[src/rtl/shift_add_mult_pkg.sv]
// shift_add_mult_pkg: shared FSM state encoding and default operand width
package shift_add_mult_pkg;
  typedef enum logic [1:0] {
    IDLE = 2'd0,
    RUN  = 2'd1,
    DONE = 2'd2
  } state_e;
  localparam int WIDTH_DEF = 4;
endpackage

[src/rtl/shift_add_mult_add_rc.sv]
// add_rc: W-bit ripple-carry adder, carry-in tied low, carry-out exposed
module add_rc #(
  parameter int W = 4
) (
  input  logic [W-1:0] a_i,
  input  logic [W-1:0] b_i,
  output logic [W-1:0] sum_o,
  output logic         co_o
);
  logic [W:0] c;
  assign c[0] = 1'b0;
  for (genvar i = 0; i < W; i++) begin : g_bit
    assign sum_o[i] = a_i[i] ^ b_i[i] ^ c[i];
    assign c[i+1]   = (a_i[i] & b_i[i]) | (c[i] & (a_i[i] ^ b_i[i]));
  end
  assign co_o = c[W];
endmodule

[src/rtl/shift_add_mult.sv]
// shift_add_mult: sequential shift-and-add unsigned multiplier, one bit per RUN cycle.
// Define SHIFT_ADD_MULT_ZERO_SKIP_EN to finish zero-operand multiplies straight from IDLE.
module shift_add_mult
  import shift_add_mult_pkg::*;
#(
  parameter int WIDTH = WIDTH_DEF
) (
  input  logic               clk,
  input  logic               rst,
  input  logic               start,
  input  logic [WIDTH-1:0]   a,
  input  logic [WIDTH-1:0]   b,
  output logic               busy,
  output logic               done,
  output logic [2*WIDTH-1:0] product
);
  localparam int CW = $clog2(WIDTH + 1);
  state_e state_q, state_d;
  logic [WIDTH-1:0] mcand_q, mcand_d, acc_q, acc_d, mul_q, mul_d, sum;
  logic [CW-1:0] cnt_q, cnt_d;
  logic [2*WIDTH-1:0] product_q, product_d, step;
  logic accept, last, zero, co;
  assign accept = (state_q == IDLE) && start;
  assign last   = cnt_q == CW'(WIDTH - 1);
`ifdef SHIFT_ADD_MULT_ZERO_SKIP_EN
  assign zero = (a == '0) || (b == '0);
`else
  assign zero = 1'b0;
`endif
  add_rc #(.W(WIDTH)) u_add (
    .a_i  (acc_q),
    .b_i  (mcand_q & {WIDTH{mul_q[0]}}),
    .sum_o(sum),
    .co_o (co)
  );
  // {carry, sum, multiplier} shifted right by one; the dropped LSB already steered the add
  assign step = {co, sum, mul_q[WIDTH-1:1]};
  always_ff @(posedge clk) begin
    if (rst) state_q <= IDLE;
    else     state_q <= state_d;
  end
  always_comb begin
    state_d = state_q;
    unique case (state_q)
      IDLE:    if (start) state_d = zero ? DONE : RUN;
      RUN:     if (last) state_d = DONE;
      default: state_d = IDLE;
    endcase
  end
  always_comb begin
    busy    = state_q == RUN;
    done    = state_q == DONE;
    product = product_q;
  end
  always_comb begin
    mcand_d   = mcand_q;
    acc_d     = acc_q;
    mul_d     = mul_q;
    cnt_d     = cnt_q;
    product_d = product_q;
    if (accept) begin
      mcand_d = a;
      mul_d   = b;
      acc_d   = '0;
      cnt_d   = '0;
      if (zero) product_d = '0;
    end else if (state_q == RUN) begin
      acc_d = step[2*WIDTH-1:WIDTH];
      mul_d = step[WIDTH-1:0];
      cnt_d = cnt_q + CW'(1);
      if (last) product_d = step;
    end
  end
  always_ff @(posedge clk) begin
    if (rst) begin
      mcand_q   <= '0;
      acc_q     <= '0;
      mul_q     <= '0;
      cnt_q     <= '0;
      product_q <= '0;
    end else begin
      mcand_q   <= mcand_d;
      acc_q     <= acc_d;
      mul_q     <= mul_d;
      cnt_q     <= cnt_d;
      product_q <= product_d;
    end
  end
endmodule
[config.mk]
export PLATFORM = sky130hd
export DESIGN_NAME = shift_add_mult
export DESIGN_NICKNAME = d
export VERILOG_FILES = /design/src/rtl/shift_add_mult_pkg.sv /design/src/rtl/shift_add_mult_add_rc.sv /design/src/rtl/shift_add_mult.sv
export SDC_FILE = /design/constraint.sdc
export NUM_CORES = 1
export LEC_CHECK = 0
export BUFFER_PORTS_ARGS = -buffer_cell sky130_fd_sc_hd__buf_4
export CAP_MARGIN = 20
export CORE_UTILIZATION = 30
export CTS_CLUSTER_DIAMETER = 50
export CTS_CLUSTER_SIZE = 28
export DETAILED_ROUTE_END_ITERATION = 7
export GPL_TIMING_DRIVEN = 0
export HOLD_SLACK_MARGIN = 0.02
export PLACE_DENSITY = 0.56
export RECOVER_POWER = 50
export SETUP_SLACK_MARGIN = 0.4
export SYNTH_ARGS = -nofsm -noshare
export SYNTH_HDL_FRONTEND = slang
export SYNTH_SLANG_ARGS = --single-unit
export TNS_END_PERCENT = 100
[constraint.sdc]
create_clock -name clk -period 2.4 [get_ports clk]
set_input_delay 0.24 -clock clk [delete_from_list [all_inputs] [get_ports clk]]
set_output_delay 0.24 -clock clk [all_outputs]
set_load 0.01 [all_outputs]
# == Word-level counts from Yosys, hierarchy flattened ==
# Index checks and enable logic that the tools add are counted.
# classes
bitwise,19
mux,5
reduce_logical,6
eq_ne,5
add_sub_neg,1
# ops
op,count
$mux 4,2
$and 1x1->1,7
$xor 1x1->1,7
$and 4x4->4,1
$mux 2,2
$pmux 2 s2,1
$add 3x1->3 const B,1
$eq 3x2->1 const B,1
$or 1x1->1,3
$reduce_and 3->1,1
$eq 2x1->1 const B,1
$eq 2x2->1 const B,1
$logic_not 2->1,1
$ne 2x1->1 const B,1
$ne 2x2->1 const B,1
$reduce_and 2->1,1
$reduce_bool 2->1,1
$reduce_or 2->1,1
$logic_and 1x1->1,1
$not 1->1,1
# word_totals
word_cells,42
output_inout_bits,10
regBits,25
in_bits,11

# == Depth between registers and ports, before layout ==
# depth
depth_word,8
depth_mapped,9
depth_no_buf,9

# == By module ==
# From an unflattened synthesis, not the netlist that was laid out.
# unflattened
hier_cells,128
hier_area_um2,1109.8
# by_module_without_submodules
module,area_per_inst_um2,cells_per_inst,n_inst,seq_area_each_um2
shift_add_mult,999.7,114,1,500.5
add_rc,110.1,14,1,0.0

# == Least setup slack after synthesis ==
# No wires, ideal clock.
# synth_timing
path_kind,reg-to-reg
start,reg mul_q[0]
end,reg product_q[6] (netlist: product[6])
synth_period_minus_slack_ps,1961
t_arrival_ps,1875
path_stages_with_launch,10
setup_slack_ps,439
setup_time_ps,86
n_path_buf,0
t_required_ps,2314
path_cell_list,dfxtp_1 and2_1 ha_1 inv_1 fa_1 inv_1 fa_1 inv_1 fa_1 a211oi_1
# synth_between
elab_chain_cells,7
word_cells_on_any_way,12
classes_between,12 x bitwise
# synth_rtl
item,line_no,text
start: declaration,shift_add_mult.sv:19,"logic [WIDTH-1:0] mcand_q, mcand_d, acc_q, acc_d, mul_q, mul_d, sum;"
start signal: assignment,shift_add_mult.sv:84,mul_q <= mul_d;
$and 4x4->4 (*),shift_add_mult.sv:32,".b_i (mcand_q & {WIDTH{mul_q[0]}}),"
$and 1x1->1 or $xor 1x1->1 (tied branches),shift_add_mult_add_rc.sv:14,assign c[i+1] = (a_i[i] & b_i[i]) | (c[i] & (a_i[i] ^ b_i[i]));
$and 1x1->1,shift_add_mult_add_rc.sv:14,
$or 1x1->1,shift_add_mult_add_rc.sv:14,
$and 1x1->1,shift_add_mult_add_rc.sv:14,
$or 1x1->1,shift_add_mult_add_rc.sv:14,
$xor 1x1->1 (*),shift_add_mult_add_rc.sv:13,assign sum_o[i] = a_i[i] ^ b_i[i] ^ c[i];
end signal: assignment,shift_add_mult.sv:86,product_q <= product_d;
end: declaration,shift_add_mult.sv:21,"logic [2*WIDTH-1:0] product_q, product_d, step;"
# Every way passes the cells marked *; elsewhere a longest branch is shown, timed or not.
# A chain may end at the register's enable or synchronous reset.

# == Final worst setup path ==
# layout_timing
start,reg mcand_q[0]
end,reg acc_q[2]
# layout_between
elab_chain_cells,7
# layout_rtl
item,line_no,text
start: declaration,shift_add_mult.sv:19,
start signal: assignment,shift_add_mult.sv:82,mcand_q <= mcand_d;
$and 4x4->4,shift_add_mult.sv:32,
$and 1x1->1 (2 in series),shift_add_mult_add_rc.sv:14,
$or 1x1->1,shift_add_mult_add_rc.sv:14,
$and 1x1->1,shift_add_mult_add_rc.sv:14,
$or 1x1->1,shift_add_mult_add_rc.sv:14,
$xor 1x1->1,shift_add_mult_add_rc.sv:13,
end signal: assignment,shift_add_mult.sv:77,acc_q <= '0;
end signal: assignment,shift_add_mult.sv:83,acc_q <= acc_d;
end: declaration,shift_add_mult.sv:19,
# Every way passes these cells.

==> impl_metrics.env <==
export IMPL_seq_area_frac_synth_pct=46.1
export IMPL_critPathArrivalTime_ns=2.25
export IMPL_yosys_top_cells_area="dfxtp_1, nand2_1, nor2_1, fa_1, a211oi_2"
export IMPL_leakagePower_uw=0.000488
export IMPL_cts_tree="done"
export IMPL_ioPinCount=21
export IMPL_worstPathRequired_ns=2.65
export IMPL_critPathLaunch="mcand_q[0]$_SDFFE_PP0P_"
export IMPL_p_per_area_nw_per_um2=559
export IMPL_relSlewSlack_pct=64.3
export IMPL_finalWeightedCongestion=0.703
export IMPL_cts_buffers=3
export IMPL_drc_errors=0
export IMPL_synth_top_area_share_pct=46.1
export IMPL_die_area_um2=3860
export IMPL_clkTransAtPathRegs_ns=0.12
export IMPL_fin_hold_ws_ns=0.151
export IMPL_status="finished, final reports clean"
export IMPL_cts_max_path_buffers=2
export IMPL_dp_hpwl_um=1700
export IMPL_syn_nets=138
export IMPL_synth_top_flop_cell="dfxtp_1"
export IMPL_crit_path_end_kind="flip-flop"
export IMPL_yosysTopAreaCell="dfxtp_1"
export IMPL_worstReg2RegStart="mcand_q[0]$_SDFFE_PP0P_"
export IMPL_tightest_slew_ns=0.536
export IMPL_min_path_type="primary input to flip-flop"
export IMPL_vias=874
export IMPL_crit_end="acc_q[2]$_SDFFE_PP0P_"
export IMPL_synth_cell_type_count=24
export IMPL_overflow=0
export IMPL_grt_pass1_vias=851
export IMPL_vdd_ir_drop_worst_uv=389
export IMPL_die_w_um=62.2
export IMPL_drt_initial_drc_count=19
export IMPL_yosysMostFrequentCell="dfxtp_1"
export IMPL_hold_buffers=0
export IMPL_ys_warn_count=0
export IMPL_r2r_end="acc_q[2]$_SDFFE_PP0P_"
export IMPL_drv_slew=0
export IMPL_fin_skew_ns=0.00929
export IMPL_rows=21
export IMPL_drtPass1Iterations=4
export IMPL_cts_max_level=1
export IMPL_synth_avg_cell_area_um2=8.98
export IMPL_cp_max_fo=2
export IMPL_port_buffers=19
export IMPL_final_util_pct=38.8
export IMPL_hold_viol_final=0
export IMPL_grt_pass1_wl_um=3990
export IMPL_initial_core_util_pct=32.0
export IMPL_antenna_found_initial=0
export IMPL_finalSetupViolCount=0
export IMPL_seqCellArea_um2=502
export IMPL_drive_above_1_share_pct=23.4
export IMPL_start_kind="flip-flop"
export IMPL_crit_type="flip-flop to flip-flop"
export IMPL_synthCells=121
export IMPL_synthArstFlopShare_pct=0
export IMPL_fillerInstances=374
export IMPL_rsz0062_at_grt="yes"
export IMPL_tns_ns=0
export IMPL_period_minus_slack_ns=2.00
export IMPL_synthesis_area_um2=1090
export IMPL_cts_sinks=25
export IMPL_syn2layout_area_growth_pct=21.1
export IMPL_multi_input_area_um2=538
export IMPL_yosys_top_cells_count="dfxtp_1, nand2_1, nor2_1, inv_1, a21oi_1"
export IMPL_wirelength_um=2320
export IMPL_reg2regPathDepth=9
export IMPL_antenna_left=0
export IMPL_antennaDiodeCount=0
export IMPL_finalCritPeriodShare_pct=83.3
export IMPL_grt_max_degree=14
export IMPL_cts_root_buffer="clkbuf_4"
export IMPL_maxCapViolations=0
export IMPL_die_h_um=62.2
export IMPL_drt_vias_per_instance=4.58
export IMPL_grt_usage_pct=13.0
export IMPL_ys_ff_latch=25
export IMPL_synth_edff_count=0
export IMPL_clock_latency_ns=0.32
export IMPL_fin_nets=163
export IMPL_wl_per_cell_um=12.2
export IMPL_core_um2=3390
export IMPL_r2r_setup_slack_ns=0.40
export IMPL_max_freq_mhz=500
[layout by cell type (no fill, tap or decap), types with 2 or more instances in the layout]
cell type and count:
dfxtp_1 24, a21oi_1 10, nand2_1 18, fa_2 3
a211oi_1 4, clkbuf_4 3, nand2b_1 2, mux2i_1 4
buf_2 3, inv_1 8, a211oi_2 5, o22ai_1 2
inv_2 4, ha_1 2, clkbuf_1 12, nor2_1 17
a221oi_1 2, buf_4 12
[stage by stage]
step | instance area [um2] | std cells | worst slack, ns | total power (uW)
global route | 1320 | 191 | 0.308 | 782
finish | 1320 | 191 | 0.401 | 735
floorplan | 1090 | 121 | 0.439 | 517
CTS | 1340 | 191 | 0.333 | 745
global placement | 1290 | 186 | 0.319 | 547
detailed placement | 1290 | 186 | 0.259 | 550
[state kept, by name, indices dropped and copies added, names as in the netlist]
signal	count
product	8
acc_q	4
mcand_q	4
mul_q	4
cnt_q	3
state_q	2
[metal layers]
metal / GRT usage (%) / vias up / share of wire (%)
li1: - / 444 / -
met5: 0 / - / 0
met3: 4.23 / 4 / 4.4
met2: 23.1 / 21 / 50
met1: 15.6 / 405 / 45
met4: 1.74 / 0 / 0.82
[worst min-delay path by stage]
stage,from,endpoint,slack [ns],cells past startpoint
global placement,product[1]$_SDFFE_PP0P_,product[1]$_SDFFE_PP0P_,0.44,2
CTS,a[2],mcand_q[2]$_SDFFE_PP0P_,0.14,3
floorplan,a[0],mcand_q[0]$_SDFFE_PP0P_,0.39,2
detailed placement,product[0]$_SDFFE_PP0P_,product[0]$_SDFFE_PP0P_,0.45,2
finish,a[2],mcand_q[2]$_SDFFE_PP0P_,0.15,3
global route,a[1],mcand_q[1]$_SDFFE_PP0P_,0.15,3
[layout make-up]
type / instances / area share [%]
Multi-Input combinational cell: 78 / 40.9
Sequential cell: 25 / 38.2
Timing Repair Buffer: 20 / 9.13
Tap cell: 46 / 4.38
Inverter: 12 / 3.43
Clock buffer: 4 / 2.00
Buffer: 6 / 2.00
[cell families (layout without fill, tap and decap cells)]
group / after synthesis / after routing / share of synthesized area, %
adder cells (fa/ha/maj): 6 / 6 / 8.99
multiplexers: 4 / 4 / 3.69
buffers and inverters: 18 / 42 / 6.91
flip-flops: 25 / 25 / 46.1
AO/OA/AOI/OAI: 24 / 24 / 16.4
AND/OR/NAND/NOR: 43 / 43 / 17.2
XOR/XNOR: 1 / 1 / 0.807
[worst max-delay path, stage by stage, from the launching register on]
cell	delay, ns
dfxtp_1	0.34
and2_4	0.16
ha_4	0.15
inv_2	0.04
fa_2	0.18
inv_2	0.04
fa_2	0.32
inv_2	0.07
fa_2	0.45
a211oi_2	0.18
[power by group]
| group | switching (uW) | internal (uW) | leakage (uW) | total, uW |
|---|---|---|---|---|
| logic | 52.5 | 45.4 | 0.000269 | 97.9 |
| clock network | 124 | 65.1 | 0.0000150 | 190 |
| registers | 14.1 | 433 | 0.000204 | 447 |
[what timing repair did]
item	in CTS	in global routing
pin swaps	3	3
resized for setup	10	2
hold endpoints to repair	0	0
buffers inserted	1	0
setup endpoints to repair	4	4
Note: power is estimated with default switching activity, not from simulation.
